File: src/rtl/reaction_game_ctrl_pkg.sv
// Shared types and helpers for the reaction game round sequencer:
// state codes, difficulty-to-level priority and timer sizing.
package reaction_game_ctrl_pkg;

    typedef enum logic [2:0] {
        ST_IDLE       = 3'd0,
        ST_RUN        = 3'd1,
        ST_HIT_FLASH  = 3'd2,
        ST_MISS_FLASH = 3'd3,
        ST_OVER       = 3'd4
    } game_state_e;

    localparam int DIFF_W            = 7;
    localparam int STEP_BASE_DEFAULT = 4;
    // Wide enough for the slowest step period, STEP_BASE*7.
    localparam int PERIOD_W          = $clog2(STEP_BASE_DEFAULT * 7 + 1);

    // Level is one plus the index of the highest set switch; no switch -> level 1.
    function automatic logic [2:0] level_of(input logic [DIFF_W-1:0] diff);
        logic [2:0] lvl;
        lvl = 3'd1;
        for (int i = 0; i < DIFF_W; i++) begin
            if (diff[i]) begin
                lvl = 3'(i + 1);
            end
        end
        return lvl;
    endfunction

    // Counter width that holds both the longest step period and the flash dwell.
    function automatic int timer_width(input int step_base, input int flash_cycles);
        int span;
        span = step_base * 7;
        if (flash_cycles > span) begin
            span = flash_cycles;
        end
        return (span < 2) ? 1 : $clog2(span);
    endfunction

endpackage

File: src/rtl/reaction_game_ctrl_if.sv
// Game-facing signal bundle: button/switch inputs and lamp/score/status outputs.
// slave is the controller side, master is whoever drives the buttons.
interface reaction_game_ctrl_if;
    import reaction_game_ctrl_pkg::*;

    logic              start_i;
    logic              hit_i;
    logic [DIFF_W-1:0] diff_i;
    logic [2:0]        led_pos_o;
    logic              led_en_o;
    logic [3:0]        score_o;
    logic [1:0]        lives_o;
    logic [2:0]        state_o;
    logic              game_over_o;

    modport slave (
        input  start_i, hit_i, diff_i,
        output led_pos_o, led_en_o, score_o, lives_o, state_o, game_over_o
    );

    modport master (
        output start_i, hit_i, diff_i,
        input  led_pos_o, led_en_o, score_o, lives_o, state_o, game_over_o
    );
endinterface

File: src/rtl/reaction_game_ctrl_step_timer.sv
// Loadable down-counter with clear; expire_o strobes while enabled at zero.
// One instance times both lamp steps and flash dwells.
module reaction_game_ctrl_step_timer #(
    parameter int WIDTH = 5
) (
    input  logic             clk,
    input  logic             rst_n,
    input  logic             clear_i,
    input  logic             load_i,
    input  logic [WIDTH-1:0] load_val_i,
    input  logic             en_i,
    output logic             expire_o
);

    logic [WIDTH-1:0] cnt_q;
    logic [WIDTH-1:0] cnt_d;

    always_comb begin
        cnt_d = cnt_q;
        if (clear_i) begin
            cnt_d = '0;
        end else if (load_i) begin
            cnt_d = load_val_i;
        end else if (en_i && (cnt_q != '0)) begin
            cnt_d = cnt_q - WIDTH'(1);
        end
    end

    always_ff @(posedge clk or negedge rst_n) begin
        if (!rst_n) begin
            cnt_q <= '0;
        end else begin
            cnt_q <= cnt_d;
        end
    end

    // Loading N-1 therefore yields an expiry on the N-th enabled cycle.
    assign expire_o = en_i && (cnt_q == '0);

endmodule

File: src/rtl/reaction_game_ctrl.sv
// Round sequencer for the sliding-LED reaction game: lamp stepping, hit/miss
// judging, scoring and lives, with all outputs registered.
module reaction_game_ctrl
    import reaction_game_ctrl_pkg::*;
#(
    parameter int STEP_BASE    = 4,
    parameter int N_LEDS       = 7,
    parameter int TARGET_POS   = 0,
    parameter int SCORE_MAX    = 9,
    parameter int LIVES        = 3,
    parameter int FLASH_CYCLES = 8
) (
    input  logic                  clk,
    input  logic                  rst_n,
    reaction_game_ctrl_if.slave   bus
);

    localparam int         CNT_W     = timer_width(STEP_BASE, FLASH_CYCLES);
    localparam logic [2:0] LAST_POS  = 3'(N_LEDS - 1);
    localparam logic [2:0] TARGET    = 3'(TARGET_POS);
    localparam logic [3:0] SCORE_TOP = 4'(SCORE_MAX);
    localparam logic [1:0] LIVES_INI = 2'(LIVES);
    localparam logic [CNT_W-1:0] FLASH_M1 = CNT_W'(FLASH_CYCLES - 1);

    function automatic logic [CNT_W-1:0] period_m1_of(input logic [2:0] lvl);
        return CNT_W'(STEP_BASE * (8 - int'(lvl)) - 1);
    endfunction

    game_state_e state_q, state_d;
    logic [2:0]  led_pos_q, led_pos_d;
    logic [3:0]  score_q, score_d;
    logic [1:0]  lives_q, lives_d;
    logic [2:0]  level_q, level_d;
    logic        led_en_q, led_en_d;
    logic        game_over_q, game_over_d;

    logic             tmr_clear;
    logic             tmr_load;
    logic [CNT_W-1:0] tmr_load_val;
    logic             tmr_en;
    logic             tmr_expire;

    reaction_game_ctrl_step_timer #(
        .WIDTH (CNT_W)
    ) u_step_timer (
        .clk        (clk),
        .rst_n      (rst_n),
        .clear_i    (tmr_clear),
        .load_i     (tmr_load),
        .load_val_i (tmr_load_val),
        .en_i       (tmr_en),
        .expire_o   (tmr_expire)
    );

    always_comb begin
        state_d      = state_q;
        led_pos_d    = led_pos_q;
        score_d      = score_q;
        lives_d      = lives_q;
        level_d      = level_q;
        tmr_clear    = 1'b0;
        tmr_load     = 1'b0;
        tmr_load_val = period_m1_of(level_q);
        tmr_en       = 1'b0;

        case (state_q)
            ST_IDLE, ST_OVER: begin
                tmr_clear = 1'b1;
                // A coincident hit is simply not looked at here, so start wins.
                if (bus.start_i) begin
                    level_d      = level_of(bus.diff_i);
                    state_d      = ST_RUN;
                    score_d      = '0;
                    lives_d      = LIVES_INI;
                    led_pos_d    = LAST_POS;
                    tmr_clear    = 1'b0;
                    tmr_load     = 1'b1;
                    tmr_load_val = period_m1_of(level_d);
                end
            end

            ST_RUN: begin
                tmr_en = 1'b1;
                if (bus.hit_i) begin
                    // Judged on the lamp currently shown, even if the step expires now.
                    tmr_load     = 1'b1;
                    tmr_load_val = FLASH_M1;
                    if (led_pos_q == TARGET) begin
                        state_d = ST_HIT_FLASH;
                        if (score_q != SCORE_TOP) begin
                            score_d = score_q + 4'd1;
                        end
                    end else begin
                        state_d = ST_MISS_FLASH;
                        lives_d = lives_q - 2'd1;
                    end
                end else if (tmr_expire) begin
                    tmr_load = 1'b1;
                    if (led_pos_q == TARGET) begin
                        tmr_load_val = FLASH_M1;
                        state_d      = ST_MISS_FLASH;
                        lives_d      = lives_q - 2'd1;
                    end else begin
                        led_pos_d = (led_pos_q == 3'd0) ? LAST_POS : led_pos_q - 3'd1;
                    end
                end
            end

            ST_HIT_FLASH, ST_MISS_FLASH: begin
                tmr_en = 1'b1;
                if (tmr_expire) begin
                    if (lives_q == 2'd0) begin
                        state_d = ST_OVER;
                    end else begin
                        state_d   = ST_RUN;
                        led_pos_d = LAST_POS;
                        tmr_load  = 1'b1;
                    end
                end
            end

            default: begin
                state_d = ST_IDLE;
            end
        endcase

        led_en_d    = (state_d == ST_RUN) || (state_d == ST_HIT_FLASH);
        game_over_d = (state_d == ST_OVER);
    end

    always_ff @(posedge clk or negedge rst_n) begin
        if (!rst_n) begin
            state_q     <= ST_IDLE;
            led_pos_q   <= 3'd0;
            score_q     <= 4'd0;
            lives_q     <= LIVES_INI;
            level_q     <= 3'd1;
            led_en_q    <= 1'b0;
            game_over_q <= 1'b0;
        end else begin
            state_q     <= state_d;
            led_pos_q   <= led_pos_d;
            score_q     <= score_d;
            lives_q     <= lives_d;
            level_q     <= level_d;
            led_en_q    <= led_en_d;
            game_over_q <= game_over_d;
        end
    end

    assign bus.led_pos_o   = led_pos_q;
    assign bus.led_en_o    = led_en_q;
    assign bus.score_o     = score_q;
    assign bus.lives_o     = lives_q;
    assign bus.state_o     = state_q;
    assign bus.game_over_o = game_over_q;

endmodule

File: src/flat_wrapper.sv
// flat-port wrapper written by rule: the top's interface ports become plain ports
module reaction_game_ctrl_flat import reaction_game_ctrl_pkg::*;
#(
    parameter int STEP_BASE    = 4,
    parameter int N_LEDS       = 7,
    parameter int TARGET_POS   = 0,
    parameter int SCORE_MAX    = 9,
    parameter int LIVES        = 3,
    parameter int FLASH_CYCLES = 8
)
  (clk, rst_n, bus_start_i, bus_hit_i, bus_diff_i, bus_led_pos_o, bus_led_en_o, bus_score_o, bus_lives_o, bus_state_o, bus_game_over_o);
  reaction_game_ctrl_if bus_i ();
  input  logic clk;
  input  logic rst_n;
  input wire logic [$bits(bus_i.start_i)-1:0] bus_start_i;
  input wire logic [$bits(bus_i.hit_i)-1:0] bus_hit_i;
  input wire logic [$bits(bus_i.diff_i)-1:0] bus_diff_i;
  output wire logic [$bits(bus_i.led_pos_o)-1:0] bus_led_pos_o;
  output wire logic [$bits(bus_i.led_en_o)-1:0] bus_led_en_o;
  output wire logic [$bits(bus_i.score_o)-1:0] bus_score_o;
  output wire logic [$bits(bus_i.lives_o)-1:0] bus_lives_o;
  output wire logic [$bits(bus_i.state_o)-1:0] bus_state_o;
  output wire logic [$bits(bus_i.game_over_o)-1:0] bus_game_over_o;
  assign bus_i.start_i = bus_start_i;
  assign bus_i.hit_i = bus_hit_i;
  assign bus_i.diff_i = bus_diff_i;
  assign bus_led_pos_o = bus_i.led_pos_o;
  assign bus_led_en_o = bus_i.led_en_o;
  assign bus_score_o = bus_i.score_o;
  assign bus_lives_o = bus_i.lives_o;
  assign bus_state_o = bus_i.state_o;
  assign bus_game_over_o = bus_i.game_over_o;
  reaction_game_ctrl #(.STEP_BASE(STEP_BASE), .N_LEDS(N_LEDS), .TARGET_POS(TARGET_POS), .SCORE_MAX(SCORE_MAX), .LIVES(LIVES), .FLASH_CYCLES(FLASH_CYCLES)) u_core (.clk(clk), .rst_n(rst_n), .bus(bus_i));
endmodule
File: config.mk
export PLATFORM = sky130hd
export DESIGN_NAME = reaction_game_ctrl_flat
export DESIGN_NICKNAME = d
export VERILOG_FILES = /design/src/rtl/reaction_game_ctrl_pkg.sv /design/src/rtl/reaction_game_ctrl_if.sv /design/src/rtl/reaction_game_ctrl_step_timer.sv /design/src/rtl/reaction_game_ctrl.sv /design/src/flat_wrapper.sv
export SDC_FILE = /design/constraint.sdc
export NUM_CORES = 1
export LEC_CHECK = 0
export ABC_AREA = 0
export CAP_MARGIN = 40
export CORE_UTILIZATION = 29
export DETAILED_ROUTE_END_ITERATION = 10
export HOLD_SLACK_MARGIN = 0.02
export PLACE_DENSITY = 0.56
export SYNTH_ARGS = -nofsm -noshare
export SYNTH_HDL_FRONTEND = slang
export SYNTH_SLANG_ARGS = --single-unit
File: constraint.sdc
create_clock -name clk -period 2.5 [get_ports clk]
set_input_delay 0.75 -clock clk [delete_from_list [all_inputs] [get_ports clk]]
set_output_delay 0.75 -clock clk [all_outputs]
set_load 0.03 [all_outputs]
* After elaboration in Yosys (flattened, before gate mapping)
Index checks and enable logic that the tools add are counted.
Cells by class: muxes and demuxes 51, reduce and logical (&&, ||, !) cells 18, add/sub/neg operators 8, equal/unequal tests 20
Operators by type and width (number):
- 3-bit two-way mux | 18
- 5-bit two-way mux | 7
- 3-bit one-hot mux with 3 select lines | 2
- 4-bit two-way mux | 4
- 2-bit two-way mux | 7
- 2-bit != test (second input constant) | 5
- 5-bit one-hot mux with 2 select lines | 1
- 5-bit AND reduction | 2
- 5-bit by 2-bit subtractor with 5-bit output (second input constant) | 2
- 3-bit by 2-bit == test with 1-bit output (second input constant) | 3
- 1-bit two-way mux | 9
- 2-bit by 1-bit != test with 1-bit output (second input constant) | 4
- 4-bit one-hot mux with 2 select lines | 1
- 7-bit AND reduction | 1
- 3-bit by 1-bit == test with 1-bit output (second input constant) | 2
- 3-bit == test (second input constant) | 2
- 3-bit zero test | 2
- 3-bit by 2-bit != test with 1-bit output (second input constant) | 2
- 3-bit nonzero test | 2
- 1-bit by 3-bit subtractor with 3-bit output (first input constant) | 2
- 5-bit zero test | 1
- 5-bit nonzero test | 1
- 5-bit by 1-bit subtractor with 5-bit output (second input constant) | 1
- 4-bit by 1-bit adder with 4-bit output (second input constant) | 1
- 13 further kinds | 15
Word-level totals: logic and storage cells 105, input port bits 11, register bits after elaboration 22

* Logic depth before layout (Yosys ltp)
depth in word-level cells 14, depth in mapped cells 7, depth with buffers taken out 7

* Modules after synthesis
Synthesis repeated with hierarchy kept, for this count alone.
Unflattened totals: cell total of the unflattened synthesis 162, area total of the unflattened synthesis 1433.9 um^2
Modules (own cells, without submodules):
- reaction_game_ctrl | instances 1, area an instance 1094.8 um^2, cells an instance 127
- reaction_game_ctrl_step_timer | instances 1, area an instance 339.1 um^2, cells an instance 35

* Least setup slack after synthesis
Ideal clock, no wire load.
path kind register -> register, from register u_core.led_pos_q[0], in the netlist u_core.bus.led_pos_o[0], to register u_core.u_step_timer.cnt_q[3], setup slack 0.268 ns, cell stages (with the launch flop) 8, arrival 2.106 ns, library setup time 0.126 ns, required time 2.374 ns, buffers on the path 0, cell sequence dfrtp_1 > inv_1 > ha_1 > nor2b_1 > a21oi_1 > o221ai_4 > a221o_1 > a311o_1
Between the ends: longest elaborated chain between the ends 7
RTL lines:
- start: declaration | RTL line reaction_game_ctrl.sv:30 | logic [2:0] led_pos_q, led_pos_d;
- start signal: assignment | RTL line reaction_game_ctrl.sv:142 | led_pos_q <= led_pos_d;
- 3-bit zero test | RTL line reaction_game_ctrl.sv:99 | if (led_pos_q == TARGET) begin
- 5-bit two-way mux | RTL line reaction_game_ctrl.sv:99
- 5-bit two-way mux | RTL line reaction_game_ctrl.sv:97 | end else if (tmr_expire) begin
- 5-bit two-way mux | RTL line reaction_game_ctrl.sv:84 | if (bus.hit_i) begin
- 5-bit one-hot mux with 2 select lines | RTL line reaction_game_ctrl.sv:66 | case (state_q)
- 5-bit two-way mux | RTL line reaction_game_ctrl_step_timer.sv:22 | end else if (load_i) begin
- 5-bit two-way mux | RTL line reaction_game_ctrl_step_timer.sv:20 | if (clear_i) begin
- end signal: assignment | RTL line reaction_game_ctrl_step_timer.sv:33 | cnt_q <= cnt_d;
- end: declaration | RTL line reaction_game_ctrl_step_timer.sv:15 | logic [WIDTH-1:0] cnt_q;
No other way between the ends. A chain may end at the register's enable or synchronous reset.

* Worst setup path after layout
from input port bus_hit_i, to register u_core.u_step_timer.cnt_q[3]
Between the ends: longest elaborated chain between the ends 4, elaborated cells on any way between the ends 7, those cells by class 6 x mux; 1 x reduce/logical
RTL lines:
- start: declaration | RTL line flat_wrapper.sv:16 | input wire logic [$bits(bus_i.hit_i)-1:0] bus_hit_i;
- 1-bit two-way mux / 5-bit two-way mux (equally long branches) | RTL line reaction_game_ctrl.sv:84
- 1-bit one-hot mux with 3 select lines / 5-bit one-hot mux with 2 select lines (equally long branches) | RTL line reaction_game_ctrl.sv:66
- 5-bit two-way mux | RTL line reaction_game_ctrl_step_timer.sv:22
- 5-bit two-way mux | RTL line reaction_game_ctrl_step_timer.sv:20
Several ways; a longest one is shown, not always the timed one.

==> impl_metrics.csv <==
group,metric,value,unit
run_status,status,"finished, final reports clean",
global_route,grt_use_total,0.1432,
drt,drt_pass1_iterations,4,
cells_and_area,final_cell_count_no_fill,254,
pwr,ir_worst_vdd,0.0004409,V
clock_tree,clkLatencyLatePin,0.27,ns
yosys,synth_seq_cells,22,
drt,via_per_inst,5.055,
cells_and_area,final_common_cell,"clkdlybuf4s50_1",
timing,tightest_slew,0.5495,ns
cells_and_area,multi_input_area,812.0,sq um
yosys,synthFlopType,"dfrtp_1",
drt,drtIter0Drc,70,
timing,clock.fmax,0.4203,GHz
critical_path,cp_max_fo,4,
timing,min_period,2.379,ns
cells_and_area,syn_to_final_growth,31.85,%
clock_tree,root_buffer,"clkbuf_8",
yosys,syn-instance-count,150,
timing,drv_slew,0,
timing,fin_setup_tns,0,ns
yosys,postSynth.asyncResetShare,1.000,
timing,setup_viol,0,
global_route,grt_pass1_vias,1288,
clock_tree,cts_tree,"built",
clock_tree,clk_pin_slew,0.08,ns
timing,holdWs,0.4995,ns
global_route,grt_antenna_before_repair,0,
floorplanning,die_w,72.23,microns
global_route,grt_max_degree,23,
worst_hold_path,hp-start,"u_core.level_q[1]$_DFFE_PN0P_",
floorplanning,num_io_pins,25,
cells_and_area,drive_gt1_frac,0.1658,
pwr,leakage,0.8243,nW
yosys,syn-cell-area,1430,sq um
placed_design,placed_cells,250,
timing,relSlewSlack,0.6304,
clock_tree,cts_hold_buf,0,
critical_path,cp-end-kind,"flop",
timing,fin_skew,0.003554,ns
critical_path,setup.worst_path.start_class,"input pin",
worst_hold_path,worstHoldEndpoint,"u_core.level_q[1]$_DFFE_PN0P_",
clock_tree,post_cts_buffers,0,
floorplanning,die_h,72.23,microns
clock_tree,clockBufferDepth,2,
cells_and_area,mostFrequentLayoutCells,"clkdlybuf4s50_1, dfrtp_1, nor2_1, buf_4, inv_1",
flow_run,maxCapViolations,0,
critical_path,critical_path_arrival,2.54,ns
drt,wirelength,3462,microns
timing,hold_violations,0,
drt,drc,0,
yosys,yosys_warnings,0,
floorplanning,start_util,0.3028,
clock_tree,clock_sinks,22,
cells_and_area,design_area,1886,sq um
placed_design,port_buffers,23,
floorplanning,fp.dieArea,5216,sq um
critical_path,critPathKind,"in -> reg",
yosys,avgSynthCellArea,9.534,sq um
drt,num_vias,1284,
floorplanning,coreArea,4723,sq um
timing,post-route-period-util,0.9516,
placed_design,hpwl,2713,microns
clock_tree,htree_levels,1,
placed_design,placed_cell_area,1831,sq um
placed_design,gp_congestion,0.8742,
timing,rsz0062_at_grt,"false",
critical_path,rrSetupSlack,0.33,ns
cells_and_area,fin_nets,207,
cells_and_area,nFillCells,471,
worst_hold_path,min_path_type,"reg -> reg",
global_route,grt_pass1_wl,5789,microns
yosys,synth_edf_count,0,
clock_tree,cts_buffers,3,
pwr,power.density,1214,nW/um^2
global_route,gr-total-overflow,0,
cells_and_area,diodes,0,
yosys,ys_seq_area_frac,0.3876,
drt,drtAntennaViolNets,0,
yosys,synth_cell_type_count,52,
clock_tree,post_cts_resized,0,
floorplanning,num_rows,25,
drt,wl_per_cell,13.63,microns
critical_path,required,2.66,ns
critical_path,r2r_end,"u_core.u_step_timer.cnt_q[3]$_DFFE_PN0P_",
cells_and_area,ff_latch_area,554.3,sq um
worst_hold_path,hold_path_depth,1,
yosys,synth_nets,169,
critical_path,reg2reg_depth,8,
critical_path,r2r_start,"u_core.u_step_timer.cnt_q[0]$_DFFE_PN0P_",
==> critical path, stage by stage <==
cell,delay (ns)
clkdlybuf4s50_1,0.57
nand3b_1,0.17
a21oi_2,0.24
o221ai_4,0.13
a221o_1,0.33
a311o_1,0.35
==> stage by stage <==
| step | worst slack, ns | utilization | total power, mW |
|---|---|---|---|
| after detailed placement | -0.1538 | 0.3876 | 2.029 |
| final | 0.1209 | 0.3992 | 2.290 |
| after floorplan | 0.2675 | - | 1.548 |
| after global placement | -0.1372 | 0.3876 | 1.970 |
| after global routing | 0.04309 | 0.3992 | 2.471 |
| after CTS | 0.1179 | 0.3992 | 2.299 |
==> cells in the mapped netlist (3+ instances only) <==
cell type  instances  area share
or3_1              5       0.022
dfstp_2            3       0.055
inv_1             12       0.031
mux2i_1            3       0.021
nand2_1           11       0.029
a21oi_1            8       0.028
o32ai_1            3       0.018
and3_1             3       0.013
nor2_1            15       0.039
xor2_1             3       0.018
ha_1               8       0.070
o21ai_0            7       0.024
buf_2              3       0.010
nand3_1            4       0.014
dfrtp_1           19        0.33
==> cell families (layout without fill, tap and decap cells) <==
kind of cell               after synthesis  count (layout)  share of synthesized area
AOI/OAI and AO/OA                       42              42                     0.2266
xor gates and xnor gates                 4               4                    0.02450
adders and majority gates                8               8                    0.06999
buffers and inverters                   16              53                    0.04461
DFF                                     22              22                     0.3876
muxes                                    4               4                    0.02887
and+or+nand+nor                         54              54                     0.2179
==> per-layer routing <==
metal / global-route usage / part of all wire
met4: 0.07407 / 0.021
met5: 0 / 0
met1: 0.1778 / 0.47
met2: 0.2399 / 0.48
met3: 0.02222 / 0.027
==> state kept, by name (all words and copies together) (netlist names) <==
signal and cells:
u_core.bus.state_o 3, u_core.bus.game_over_o 1, u_core.level_q 3, u_core.bus.score_o 4, u_core.bus.lives_o 2, u_core.bus.led_en_o 1, u_core.bus.led_pos_o 3, u_core.u_step_timer.cnt_q 5
==> power breakdown <==
group / switching [mW] / internal, mW / leakage (nW)
logic: 0.723 / 0.626 / 0.536
registers: 0.163 / 0.509 / 0.260
clock network: 0.128 / 0.141 / 0.0288
total: 1.01 / 1.28 / 0.824
==> how the worst max path moves through the flow <==
stage | cells past startpoint | startpoint | end | slack (ns)
after floorplan | 7 | u_core.bus.led_pos_o[0]$_DFFE_PN0P_ | u_core.u_step_timer.cnt_q[3]$_DFFE_PN0P_ | 0.27
after global placement | 6 | bus_hit_i | u_core.u_step_timer.cnt_q[3]$_DFFE_PN0P_ | -0.14
after detailed placement | 6 | bus_hit_i | u_core.u_step_timer.cnt_q[3]$_DFFE_PN0P_ | -0.15
after CTS | 6 | bus_hit_i | u_core.u_step_timer.cnt_q[3]$_DFFE_PN0P_ | 0.12
after global routing | 6 | bus_hit_i | u_core.u_step_timer.cnt_q[3]$_DFFE_PN0P_ | 0.04
final | 6 | bus_hit_i | u_core.u_step_timer.cnt_q[3]$_DFFE_PN0P_ | 0.12
==> layout make-up <==
cell class / instances / share of cell area
clock buffer: 4 / 0.02920
sequential: 22 / 0.2940
tap: 67 / 0.04446
inverter: 12 / 0.02389
timing repair buffer: 37 / 0.1778
multi-input combinational: 112 / 0.4307
(Power assumes the default switching activity.)
==> RTL change 1 (same flow settings) <==
`DIFF_W`: 7 -> 9.
--- a/src/rtl/reaction_game_ctrl_pkg.sv
+++ b/src/rtl/reaction_game_ctrl_pkg.sv
@@ -11,5 +11,5 @@
     } game_state_e;
 
-    localparam int DIFF_W            = 7;
+    localparam int DIFF_W            = 9;
     localparam int STEP_BASE_DEFAULT = 4;
     // Wide enough for the slowest step period, STEP_BASE*7.
Interface: changed (resized bus_diff_i); port bits go from 25 to 27. The function was not compared with the original's and may differ.
==> RTL change 1 against the unedited design <==
- setup slack better by 0.15 ns
- critical endpoint is now bus_lives_o[0]
- non-clock buffer count stayed put
- cell area fell by 0.46%
- sequential cell count unchanged
- register-to-register slack improved by 0.08 ns
- wire length shrank 12%
- critical path type is now reg -> out
- total power down 13%
- hold slack worse by 0.0077 ns
- fmax rose by 6.8%
- synthesized area shrank 0.18%
==> RTL change 1: results (changes against the unedited design) <==
----------------------------------------------------
[Finish]
  Proportion of layout cells with a drive suffix above 1 ... 0.133 (was 0.166)
  Net count of the finished layout ... 217 (was 207)
  Growth of design area from synthesis to finish ... 31.5% (was 31.8%)
  Non-filler instance count after layout ... 262 (was 254)

[Setup path]
  Arrival time worst endpoint ... 1.48 ns (was 2.54 ns)
  Critical Path Max Stage Delay ... 0.66 ns (was 0.57 ns)
  Kind of cell adding the most delay to the critical path ... buffers and inverters (was compound AO/OA/AOI/OAI gates)

[Detailed routing]
  DRT iter0 DRCs ... 99 (was 70)
  Post-DR wirelength/cell ... 11.6 µm (was 13.6 µm)
  Via density per instance ... 4.61 (was 5.06)

[Yosys]
  Share of synthesized area occupied by flip-flops and latches ... 0.388 (about the same)
  Leading post-synthesis cells by instance count ... 22 x sky130_fd_sc_hd__nor2_1, 19 x sky130_fd_sc_hd__dfrtp_1, 14 x sky130_fd_sc_hd__nand2_1 (was 19 x sky130_fd_sc_hd__dfrtp_1, 15 x sky130_fd_sc_hd__nor2_1, 12 x sky130_fd_sc_hd__inv_1)
  Largest cells by area after synthesis ... sky130_fd_sc_hd__dfrtp_1 33%, sky130_fd_sc_hd__ha_1 7.0%, sky130_fd_sc_hd__nor2_1 5.8% (was sky130_fd_sc_hd__dfrtp_1 33%, sky130_fd_sc_hd__ha_1 7.0%, sky130_fd_sc_hd__dfstp_2 5.5%)
  Warnings from Yosys ... 0 (unchanged)
  Mapped Nets ... 178 (was 169)
  Synthesized-area fraction occupied by ao, oa, aoi and oai cells ... 0.218 (was 0.227)
  Post-Synth Adder-Cell Area ... 0.0701 (was 0.0700)
  Number of different library cells in the post-synthesis netlist ... 44 (was 52)
  Count of mapped cells out of synthesis ... 157 (was 150)
  Post-synthesis share of cell area spent on xor and xnor gates ... 0.0368 (was 0.0245)
  Share of cell area taken by muxes after synthesis ... 0.0140 (was 0.0289)

[Pwr]
  Highest ir drop seen on vdd ... 0.444 mV (was 0.441 mV)
  Power per cell area ... 1070 nW/µm² (was 1210 nW/µm²)
  Combinational logic power ... 0.00115 W (was 0.00135 W)
  Reported net switching power ... 0.000838 W (was 0.00101 W)
  Sequential share of power ... 0.311 (was 0.293)
  Total leakage power ... 0.825 nW (was 0.824 nW)

[Placement]
  Port buffer count ... 25 (was 23)
  Worst slack at placement ... 0.0564 ns (was -0.154 ns)
  Cell area after placement ... 1830 µm² (about the same)
  Routability congestion estimate ... 0.792 (was 0.874)
  Placed wire-length estimate ... 2370 µm (was 2710 µm)

[Hold path]
  Hold Path Class ... reg -> reg (unchanged)

[Clock tree]
  Post CTS Setup Buffer Count ... 0 (unchanged)

[STA]
  Headroom to the max-slew limit ... 0.685 (was 0.630)
  Final Skew ... 0.00170 ns (was 0.00355 ns)

[Global routing]
  Global-route wire length before repair ... 5350 µm (was 5790 µm)
  Number of antenna violations at the first check in global routing ... 0 (unchanged)
  Number of global-route vias before repair ... 1,178 (was 1,288)
  Total routing usage reported by global routing ... 0.131 (was 0.143)

[Status]
  Outcome ... complete, no violations (unchanged)

----------------------------------------------------
RTL change 1: changes by cell type in the layout (fill, tap and decap cells not counted), sizes merged, moves of 3 or more:
| cell | delta |
|---|---|
| nor2 | +8 |
| a21oi | +5 |
| or3 | -5 |
| a21o | +4 |
| nor2b | +4 |
| nand2 | +3 |
| nand3 | -3 |
| o32ai | -3 |
RTL change 1: area by class of cell:
type                       count  area (µm²)
tap                           67        83.8
sequential                    22         554
fill                         481        2850
timing repair buffer          37         340
clock buffer                   4        45.0
multi-input combinational    120         808
inverter                      12        45.0
RTL change 1: per-layer routing:
layer  vias to the layer above  routed length (µm)  share of wire  GRT usage
met4                         0                  15         0.0049     0.0392
met3                         2                  81          0.027     0.0208
met1                       571                1540           0.51      0.175
met5                         -                   0              0          0
met2                        13                1400           0.46      0.218
li1                        623                   -              -          -
RTL change 1: kinds of logic after synthesis:
family,Yosys count
AO/OA/AOI/OAI,42
XOR/XNOR,6
adder cells (fa/ha/maj),8
buffers and inverters,15
flip-flops,22
multiplexers,2
AND/OR/NAND/NOR,62
RTL change 1: final timing paths:
kind                                                            endpoint  slack [ns]  depth (start not counted)                                      from
worst max register to register  u_core.u_step_timer.cnt_q[2]$_DFFE_PN0P_        0.41                          9  u_core.u_step_timer.cnt_q[0]$_DFFE_PN0P_
max in group asynchronous                  u_core.level_q[0]$_DFFE_PN1P_        1.39                          2                                     rst_n
worst min-delay path                       u_core.level_q[1]$_DFFE_PN0P_        0.49                          2             u_core.level_q[1]$_DFFE_PN0P_
worst min register to register             u_core.level_q[1]$_DFFE_PN0P_        0.49                          2             u_core.level_q[1]$_DFFE_PN0P_
worst max-delay path                                      bus_lives_o[0]        0.27                          1         u_core.bus.lives_o[0]$_DFFE_PN1P_
min in group asynchronous                u_core.bus.state_o[2]$_DFF_PN0_        0.84                          2                                     rst_n
==> RTL change 2 (same flow settings) <==
Made on the original files. Reset style: synchronous (`rst_n`), changed in 2 clocked blocks.
--- a/src/rtl/reaction_game_ctrl_step_timer.sv
+++ b/src/rtl/reaction_game_ctrl_step_timer.sv
@@ -27,5 +27,5 @@
     end
 
-    always_ff @(posedge clk or negedge rst_n) begin
+    always_ff @(posedge clk) begin
         if (!rst_n) begin
             cnt_q <= '0;
--- a/src/rtl/reaction_game_ctrl.sv
+++ b/src/rtl/reaction_game_ctrl.sv
@@ -129,5 +129,5 @@
     end
 
-    always_ff @(posedge clk or negedge rst_n) begin
+    always_ff @(posedge clk) begin
         if (!rst_n) begin
             state_q     <= ST_IDLE;
Behaviour: differs if rst_n is asserted again (counterexample within 4 cycles, from zero or initial values and one cycle with rst_n low); with rst_n held inactive, the same outputs for 10 cycles.
==> RTL change 2 against the unedited design <==
- first-iteration DRC count shrank 14%
- fmax is 0.95% higher
- synthesized cell count grew 8.0%
- total power down 37%
- setup slack better by 0.022 ns
- the flow now finishes with violations (design-rule violations)
- sequential cell count unchanged
- wire length decreased by 12%
- cell area down 4.4%
- non-clock buffer count stayed put
- synthesized area shrank 3.2%
- clock skew shrank 0.00084 ns
- critical path type is now reg -> out
- global-route usage shrank 1.1 points
- critical path depth shrank 5
==> RTL change 2: results (changes against the unedited design) <==
----------------------------------------------------
[Status]
  Outcome ... finished with violations (was complete, no violations)
  Violated checks ... design-rule violations

[STA]
  Final Skew ... 0.00271 ns (was 0.00355 ns)
  Headroom to the max-slew limit ... 0.716 (was 0.630)

[Pwr]
  Total leakage power ... 0.735 nW (was 0.824 nW)
  Highest ir drop seen on vdd ... 0.254 mV (was 0.441 mV)

[Placement]
  Routability congestion estimate ... 0.776 (was 0.874)
  Placed wire-length estimate ... 2310 µm (was 2710 µm)
  Worst slack at placement ... -0.0310 ns (was -0.154 ns)

[Yosys]
  Share of cell area taken by muxes after synthesis ... 0.00814 (was 0.0289)
  Synthesized-area fraction occupied by ao, oa, aoi and oai cells ... 0.231 (was 0.227)
  Most instantiated flip-flop cell in the synthesis netlist ... sky130_fd_sc_hd__dfxtp_1 (was sky130_fd_sc_hd__dfrtp_1)
  Asr flop ratio synth ... 0 (was 1.00)
  Leading post-synthesis cells by instance count ... 22 x sky130_fd_sc_hd__dfxtp_1, 12 x sky130_fd_sc_hd__inv_1, 11 x sky130_fd_sc_hd__nand2_1, 11 x sky130_fd_sc_hd__o21ai_0 (was 19 x sky130_fd_sc_hd__dfrtp_1, 15 x sky130_fd_sc_hd__nor2_1, 12 x sky130_fd_sc_hd__inv_1)
  Mapped Nets ... 181 (was 169)
  Post-Synth Adder-Cell Area ... 0.0723 (was 0.0700)
  Post-synthesis share of cell area spent on xor and xnor gates ... 0.0380 (was 0.0245)
  Number of different library cells in the post-synthesis netlist ... 50 (was 52)

[Setup path]
  Kind of cell adding the most delay to the critical path ... buffers and inverters (was compound AO/OA/AOI/OAI gates)
  Worst-path maximum fanout ... 14 (was 4)
  Arrival time worst endpoint ... 1.61 ns (was 2.54 ns)
  Critical Path Max Stage Delay ... 0.75 ns (was 0.57 ns)

[Global routing]
  Global-route wire length before repair ... 5280 µm (was 5790 µm)
  Number of global-route vias before repair ... 1,194 (was 1,288)
  Total routing usage reported by global routing ... 0.133 (was 0.143)

[Detailed routing]
  Final WL ... 3030 µm (was 3460 µm)
  Number of optimization iterations in the first detailed-route pass ... 7 (was 4)
  Remaining DRCs ... 2 (was 0)
  DRT iter0 DRCs ... 60 (was 70)

[Finish]
  Proportion of layout cells with a drive suffix above 1 ... 0.143 (was 0.166)
  Number of filler instances in the final layout ... 463 (was 471)
  Net count of the finished layout ... 216 (was 207)

----------------------------------------------------
## RTL change 2: cell count changes after synthesis, moves of 4 or more
cell	before	now
sky130_fd_sc_hd__dfxtp_1	0	22
sky130_fd_sc_hd__dfrtp_1	19	0
sky130_fd_sc_hd__nor2_1	15	8
sky130_fd_sc_hd__nor2b_1	1	7
sky130_fd_sc_hd__clkbuf_1	1	5
sky130_fd_sc_hd__nor3_1	2	6
sky130_fd_sc_hd__o21ai_0	7	11
## RTL change 2: final timing paths
path,cells after the start,endpoint,slack (ns),startpoint
worst max-delay path,1,bus_state_o[0],0.14,u_core.bus.state_o[0]$_SDFF_PN0_
worst min-delay path,2,u_core.bus.led_pos_o[0]$_SDFFE_PN0P_,0.47,u_core.bus.led_pos_o[0]$_SDFFE_PN0P_
worst max register to register,7,u_core.u_step_timer.cnt_q[3]$_SDFFE_PP0P_,0.28,u_core.u_step_timer.cnt_q[0]$_SDFFE_PP0P_
worst min register to register,2,u_core.bus.led_pos_o[0]$_SDFFE_PN0P_,0.47,u_core.bus.led_pos_o[0]$_SDFFE_PN0P_
## RTL change 2: layer usage
| metal | vias up | GRT usage | share of wire |
|---|---|---|---|
| met1 | 574 | 0.181 | 0.50 |
| li1 | 649 | - | - |
| met2 | 28 | 0.206 | 0.45 |
| met3 | 3 | 0.0199 | 0.045 |
| met5 | - | 0 | 0 |
| met4 | 0 | 0.0622 | 0.0082 |
## RTL change 2: logic make-up after synthesis
group | Yosys count
xor+xnor | 6
compound gates | 42
simple gates | 64
fa+ha+maj | 8
buf+inv | 19
mux | 1
flops | 22
## RTL change 2: per-stage QoR
step,std cells,instance area (µm²),utilization,TNS [ns],hold WS (ns)
6_report,248,1800,0.403,0,0.473
5_1_grt,248,1800,0.403,0,0.503
4_1_cts,248,1800,0.403,0,0.481
3_5_place_dp,244,1750,0.390,-0.0310,0.469
3_3_place_gp,244,1750,0.390,-0.0181,0.471
2_1_floorplan,162,1380,-,0,0.472
## RTL change 2: area by class of cell
type / count / area [µm²] / area share
repair buffers: 37 / 335 / 0.186
inverters: 12 / 45.0 / 0.0250
multi-input cells: 121 / 861 / 0.478
well taps: 52 / 65.1 / 0.0361
clock buffers: 4 / 55.1 / 0.0306
flip-flops and latches: 22 / 440 / 0.244
## RTL change 2: power breakdown
part	switching (W)	internal, W	total, W
clock	0.000122	0.000141	0.000262
sequential	0.0000560	0.000409	0.000465
combinational	0.000400	0.000317	0.000718
